--- config.mk ---
export PLATFORM = sky130hd
export DESIGN_NAME = fifo_uart_tx
export DESIGN_NICKNAME = d
export VERILOG_FILES = /design/src/rtl/fifo_uart_tx.sv
export SDC_FILE = /design/constraint.sdc
export NUM_CORES = 1
export LEC_CHECK = 0
export ABC_AREA = 1
export CAP_MARGIN = 40
export CELL_PAD_IN_SITES_DETAIL_PLACEMENT = 0
export CELL_PAD_IN_SITES_GLOBAL_PLACEMENT = 1
export CORE_UTILIZATION = 35
export CTS_CLUSTER_DIAMETER = 50
export DETAILED_ROUTE_END_ITERATION = 10
export PLACE_DENSITY_LB_ADDON = 0.1
export SLEW_MARGIN = 20
export SYNTH_ARGS = -nofsm -noshare
export SYNTH_HDL_FRONTEND = slang
export SYNTH_SLANG_ARGS = --single-unit
--- constraint.sdc ---
create_clock -name clk -period 2.8 [get_ports clk]
set_input_delay 0.28 -clock clk [delete_from_list [all_inputs] [get_ports clk]]
set_output_delay 0.28 -clock clk [all_outputs]
set_load 0.05 [all_outputs]
--- src/rtl/fifo_uart_tx.sv ---
`default_nettype none
// ============================================================================
// Module   : fifo_uart_tx
// Purpose  : Drains words from a FIFO read port and sends each one as an
//            asynchronous serial frame on txd: start bit, DATA_W data bits
//            LSB first, an optional even-parity bit, and a stop bit. Exactly
//            one FIFO read is issued per frame. FIFO status is only looked at
//            while idle.
// Ports    : clk        - single clock, rising edge
//            rst        - asynchronous, active-high reset
//            fifo_op    - FIFO read data, valid the cycle after the read is taken
//            fifo_empty - FIFO empty flag, sampled only in IDLE
//            fifo_rd    - registered one-cycle FIFO read strobe
//            txd        - serial line, idles high
//            busy       - high whenever the FSM is not in IDLE
//            tx_done    - one-cycle pulse in the last cycle of each stop bit
// Revision : 1.0 - initial release
// ============================================================================
module fifo_uart_tx #(
    parameter int DATA_W       = 8,
    parameter int CLKS_PER_BIT = 16,
    parameter int PARITY_EN    = 0
) (
    input  logic              clk,
    input  logic              rst,
    input  logic [DATA_W-1:0] fifo_op,
    input  logic              fifo_empty,
    output logic              fifo_rd,
    output logic              txd,
    output logic              busy,
    output logic              tx_done
);

    localparam int c_cnt_w = (CLKS_PER_BIT > 1) ? $clog2(CLKS_PER_BIT) : 1;
    localparam int c_idx_w = (DATA_W > 1) ? $clog2(DATA_W) : 1;

    localparam logic [c_cnt_w-1:0] c_bit_last = c_cnt_w'(CLKS_PER_BIT - 1);
    localparam logic [c_cnt_w-1:0] c_cnt_one  = c_cnt_w'(1);
    localparam logic [c_idx_w-1:0] c_idx_last = c_idx_w'(DATA_W - 1);
    localparam logic [c_idx_w-1:0] c_idx_one  = c_idx_w'(1);

    localparam logic [2:0] c_st_idle   = 3'd0;
    localparam logic [2:0] c_st_req    = 3'd1;
    localparam logic [2:0] c_st_wait   = 3'd2;
    localparam logic [2:0] c_st_start  = 3'd3;
    localparam logic [2:0] c_st_data   = 3'd4;
    localparam logic [2:0] c_st_parity = 3'd5;
    localparam logic [2:0] c_st_stop   = 3'd6;

    logic [2:0]         state_q,   state_d;
    logic               fifo_rd_q, fifo_rd_d;
    logic               txd_q,     txd_d;
    logic [DATA_W-1:0]  shreg_q,   shreg_d;
    logic               parity_q,  parity_d;
    logic [c_cnt_w-1:0] cnt_q,     cnt_d;
    logic [c_idx_w-1:0] idx_q,     idx_d;

    // Last cycle of the current bit period.
    logic w_bit_end;
    assign w_bit_end = (cnt_q == '0);

    // ------------------------------------------------------------------------
    // State register
    // ------------------------------------------------------------------------
    always_ff @(posedge clk or posedge rst) begin
        if (rst) begin
            state_q   <= c_st_idle;
            fifo_rd_q <= 1'b0;
            txd_q     <= 1'b1;
            shreg_q   <= '0;
            parity_q  <= 1'b0;
            cnt_q     <= '0;
            idx_q     <= '0;
        end else begin
            state_q   <= state_d;
            fifo_rd_q <= fifo_rd_d;
            txd_q     <= txd_d;
            shreg_q   <= shreg_d;
            parity_q  <= parity_d;
            cnt_q     <= cnt_d;
            idx_q     <= idx_d;
        end
    end

    // ------------------------------------------------------------------------
    // Next-state and datapath logic. txd is registered, so each bit boundary
    // loads the value of the following bit into txd_d together with the
    // bit-period reload; the counter never free-runs across bits.
    // ------------------------------------------------------------------------
    always_comb begin
        state_d   = state_q;
        fifo_rd_d = 1'b0;
        txd_d     = txd_q;
        shreg_d   = shreg_q;
        parity_d  = parity_q;
        cnt_d     = cnt_q;
        idx_d     = idx_q;

        case (state_q)
            c_st_idle: begin
                txd_d = 1'b1;
                if (!fifo_empty) begin
                    state_d   = c_st_req;
                    fifo_rd_d = 1'b1;
                end
            end

            // Read strobe is high during this cycle; the FIFO takes it at
            // the edge leaving REQ.
            c_st_req: begin
                state_d = c_st_wait;
            end

            // FIFO data is valid now; capture it and start the frame.
            c_st_wait: begin
                shreg_d  = fifo_op;
                parity_d = ^fifo_op;
                cnt_d    = c_bit_last;
                idx_d    = '0;
                txd_d    = 1'b0;
                state_d  = c_st_start;
            end

            c_st_start: begin
                if (w_bit_end) begin
                    cnt_d   = c_bit_last;
                    txd_d   = shreg_q[0];
                    state_d = c_st_data;
                end else begin
                    cnt_d = cnt_q - c_cnt_one;
                end
            end

            c_st_data: begin
                if (w_bit_end) begin
                    cnt_d   = c_bit_last;
                    shreg_d = shreg_q >> 1;
                    if (idx_q == c_idx_last) begin
                        if (PARITY_EN != 0) begin
                            txd_d   = parity_q;
                            state_d = c_st_parity;
                        end else begin
                            txd_d   = 1'b1;
                            state_d = c_st_stop;
                        end
                    end else begin
                        idx_d = idx_q + c_idx_one;
                        txd_d = shreg_q[1];
                    end
                end else begin
                    cnt_d = cnt_q - c_cnt_one;
                end
            end

            c_st_parity: begin
                if (w_bit_end) begin
                    cnt_d   = c_bit_last;
                    txd_d   = 1'b1;
                    state_d = c_st_stop;
                end else begin
                    cnt_d = cnt_q - c_cnt_one;
                end
            end

            c_st_stop: begin
                if (w_bit_end) begin
                    txd_d   = 1'b1;
                    state_d = c_st_idle;
                end else begin
                    cnt_d = cnt_q - c_cnt_one;
                end
            end

            default: begin
                txd_d   = 1'b1;
                state_d = c_st_idle;
            end
        endcase
    end

    // ------------------------------------------------------------------------
    // Outputs. busy and tx_done decode the (asynchronously reset) state, so
    // both drop immediately when rst is asserted.
    // ------------------------------------------------------------------------
    always_comb begin
        busy    = (state_q != c_st_idle);
        tx_done = (state_q == c_st_stop) && w_bit_end;
    end

    assign fifo_rd = fifo_rd_q;
    assign txd     = txd_q;

endmodule
`default_nettype wire
==> impl_metrics.yaml <==
pwr:
  power.density_nw_per_um2: 1030
  ir_worst_vdd_uv: 374
  power_mw: 1.45
  p_leak_nw: 0.766
grt:
  grt_antenna_before_repair: 0
  grt.overflow.total: 0
  grt_pass1_vias: 939
  grt_max_degree: 21
  grt_usage: 0.144
  grt_pass1_wl_mm: 3.95
sta:
  setup_tns_ns: 0
  worstMarginPinSlew_ns: 0.501
  final.setup_skew_ns: 0.0148
  max_slew_margin: 0.665
  timing.hold.ws_ns: 0.129
  setup_viol: 0
  rsz0062_at_grt: "false"
  max_clock_freq_mhz: 439
  min_period_ns: 2.28
  drv_slew: 0
  fin_crit_sh: 0.814
  hold_viol_final: 0
clocking:
  postCtsSetupRepairBufs: 0
  worstSkewPairLatency_ns: 0.31
  hold_buffers: 0
  root_buffer: "clkbuf_4"
  cts_tree: "done"
  htree_levels: 1
  clk_pin_slew_ns: 0.11
  cts_made_buffers: 3
  clock_sink_count: 20
  cts_buffer_depth: 2
critical_path:
  cpLargestDelayFamily: "buffers and inverters"
  startpoint: "cnt_q[0]"
  critical_path_class: "reg2out"
  critical_path_buf_inv_count: 4
  cp_max_fo: 5
  endpoint_kind: "primary output"
  cpMaxStageDelayCell: "dfrtp_1"
  cp_common_cell: "inv_1"
  ff2ff_setup_slack_ns: 1.15
  cp_cell_sequence: "inv_1, ha_1, nand3_1, inv_1, nand2_1, inv_1, dlymetal6s2s_1"
  r2r_start: "cnt_q[0]"
  slowest_delay_ns: 0.41
  r2r_cells: 9
  crit_arrival_ns: 2.00
  r2r_end: "cnt_q[1]"
  cp-start-kind: "register"
  cp.required_ns: 2.52
layout:
  fillCellCount: 338
  fin_nets: 190
  drive_gt1_frac: 0.0857
  antenna_cells: 0
  syn_to_final_growth_pct: 17.8
route:
  drt-initial-drc-count: 23
  wl_mm: 2.28
  wl_per_cell_um: 10.4
  viasPerCell: 4.54
  ant_nets: 0
  drc_errors: 0
  drt_pre_antenna_iters: 4
  vias: 995
floorplanning:
  rows: 20
  coreArea_sq_um: 3130
  initial_core_util: 0.381
  die_h_um: 60.3
  die_w_um: 60.3
  ios: 15
  dieArea_sq_um: 3640
synthesis:
  netlist_area_sq_um: 1190
  syn_nets: 174
  yosysTopAreaCellShare: 0.399
  ys_types: 22
  ys_ff_latch: 20
  syn-instance-count: 160
  yosys_warnings: 0
  yosys-top-cells-area: "dfrtp_1 (40%), nand2_1 (17%), nand3_1 (9.2%), inv_1 (7.2%), o21ai_0 (5.9%)"
  yosysTopAreaCell: "dfrtp_1"
  avgSynthCellArea_sq_um: 7.44
  seq_area_frac_synth: 0.421
run:
  cap_violations: 0
placed_design:
  place.gp.congestion: 0.734
  numPortBuffers: 14
  place_hpwl_mm: 1.69
min_path:
  hold_path_class: "in2async"
status:
  status: "complete, no violations"
[cells by family after synthesis]
kind of cell / Yosys count / synth area share
buffers and inverters: 28 / 0.108
and+or+nand+nor: 87 / 0.330
DFF: 20 / 0.421
adders and majority gates: 3 / 0.0315
xor gates and xnor gates: 1 / 0.00735
AOI/OAI and AO/OA: 21 / 0.102
[area by class of cell]
cell class / instances / area, sq um / share of cell area
clock buffer: 4 / 36.3 / 0.0259
multi-input combinational: 112 / 561 / 0.400
sequential: 20 / 502 / 0.358
timing repair buffer: 15 / 158 / 0.112
tap: 44 / 55.1 / 0.0393
inverter: 24 / 91.3 / 0.0651
[routing by layer]
layer	vias up	GRT usage	share of wire
met4	0	0.0332	0.0079
met1	444	0.198	0.53
met5	-	0	0
met3	2	0.0469	0.032
li1	536	-	-
met2	13	0.221	0.43
[repair_timing]
| item | CTS | global route |
|---|---|---|
| hold endpoints to repair | 0 | 0 |
| resized for setup | 0 | 1 |
| setup endpoints to repair | 0 | 1 |
[how the worst max path moves through the flow]
| stage | to | slack (ns) | cells after the start |
|---|---|---|---|
| finish | tx_done | 0.52 | 7 |
| detailed placement | tx_done | 0.46 | 7 |
| global route | tx_done | 0.31 | 7 |
| floorplan | tx_done | 1.15 | 6 |
| global placement | tx_done | 0.55 | 7 |
| CTS | tx_done | 0.10 | 7 |
[state kept, by name (all words and copies together) (netlist names)]
register	cells
fifo_rd	1
state_q	3
shreg_q	8
cnt_q	4
txd	1
idx_q	3
[metrics by stage]
step / instance area (sq um) / setup slack (ns) / cells / util
after floorplan: 1190 / 1.15 / 160 / -
after global placement: 1350 / 0.552 / 214 / 0.431
after detailed placement: 1350 / 0.458 / 214 / 0.431
after CTS: 1390 / 0.100 / 218 / 0.443
after global routing: 1400 / 0.305 / 219 / 0.448
final: 1400 / 0.521 / 219 / 0.448
[synth_stat cells, drive strengths merged]
| library cell | n |
|---|---|
| a21oi | 1 |
| buf | 4 |
| clkinv | 1 |
| dfrtp | 19 |
| dfstp | 1 |
| ha | 3 |
| inv | 23 |
| nand2 | 58 |
| nand3 | 23 |
| nand4 | 1 |
| nor2 | 5 |
| o211ai | 1 |
| o21a | 1 |
| o21ai | 18 |
| xnor2 | 1 |
[cell usage in the layout, fill, tap and decap left out, types with 2 or more instances in the layout]
| cell type | n |
|---|---|
| nor2_4 | 2 |
| nor2_1 | 3 |
| nand3_1 | 22 |
| clkbuf_4 | 3 |
| ha_1 | 3 |
| o21ai_0 | 14 |
| nand2_2 | 3 |
| inv_1 | 23 |
| nand2_1 | 54 |
| o21ai_1 | 3 |
| dfrtp_1 | 19 |
| clkdlybuf4s50_1 | 13 |
[report_power, final]
| group | internal (mW) | total [mW] | switching [mW] |
|---|---|---|---|
| logic | 0.268 | 0.757 | 0.489 |
| clock network | 0.0794 | 0.171 | 0.0921 |
| registers | 0.414 | 0.518 | 0.104 |
| total | 0.762 | 1.45 | 0.685 |
(Power assumes the default switching activity.)
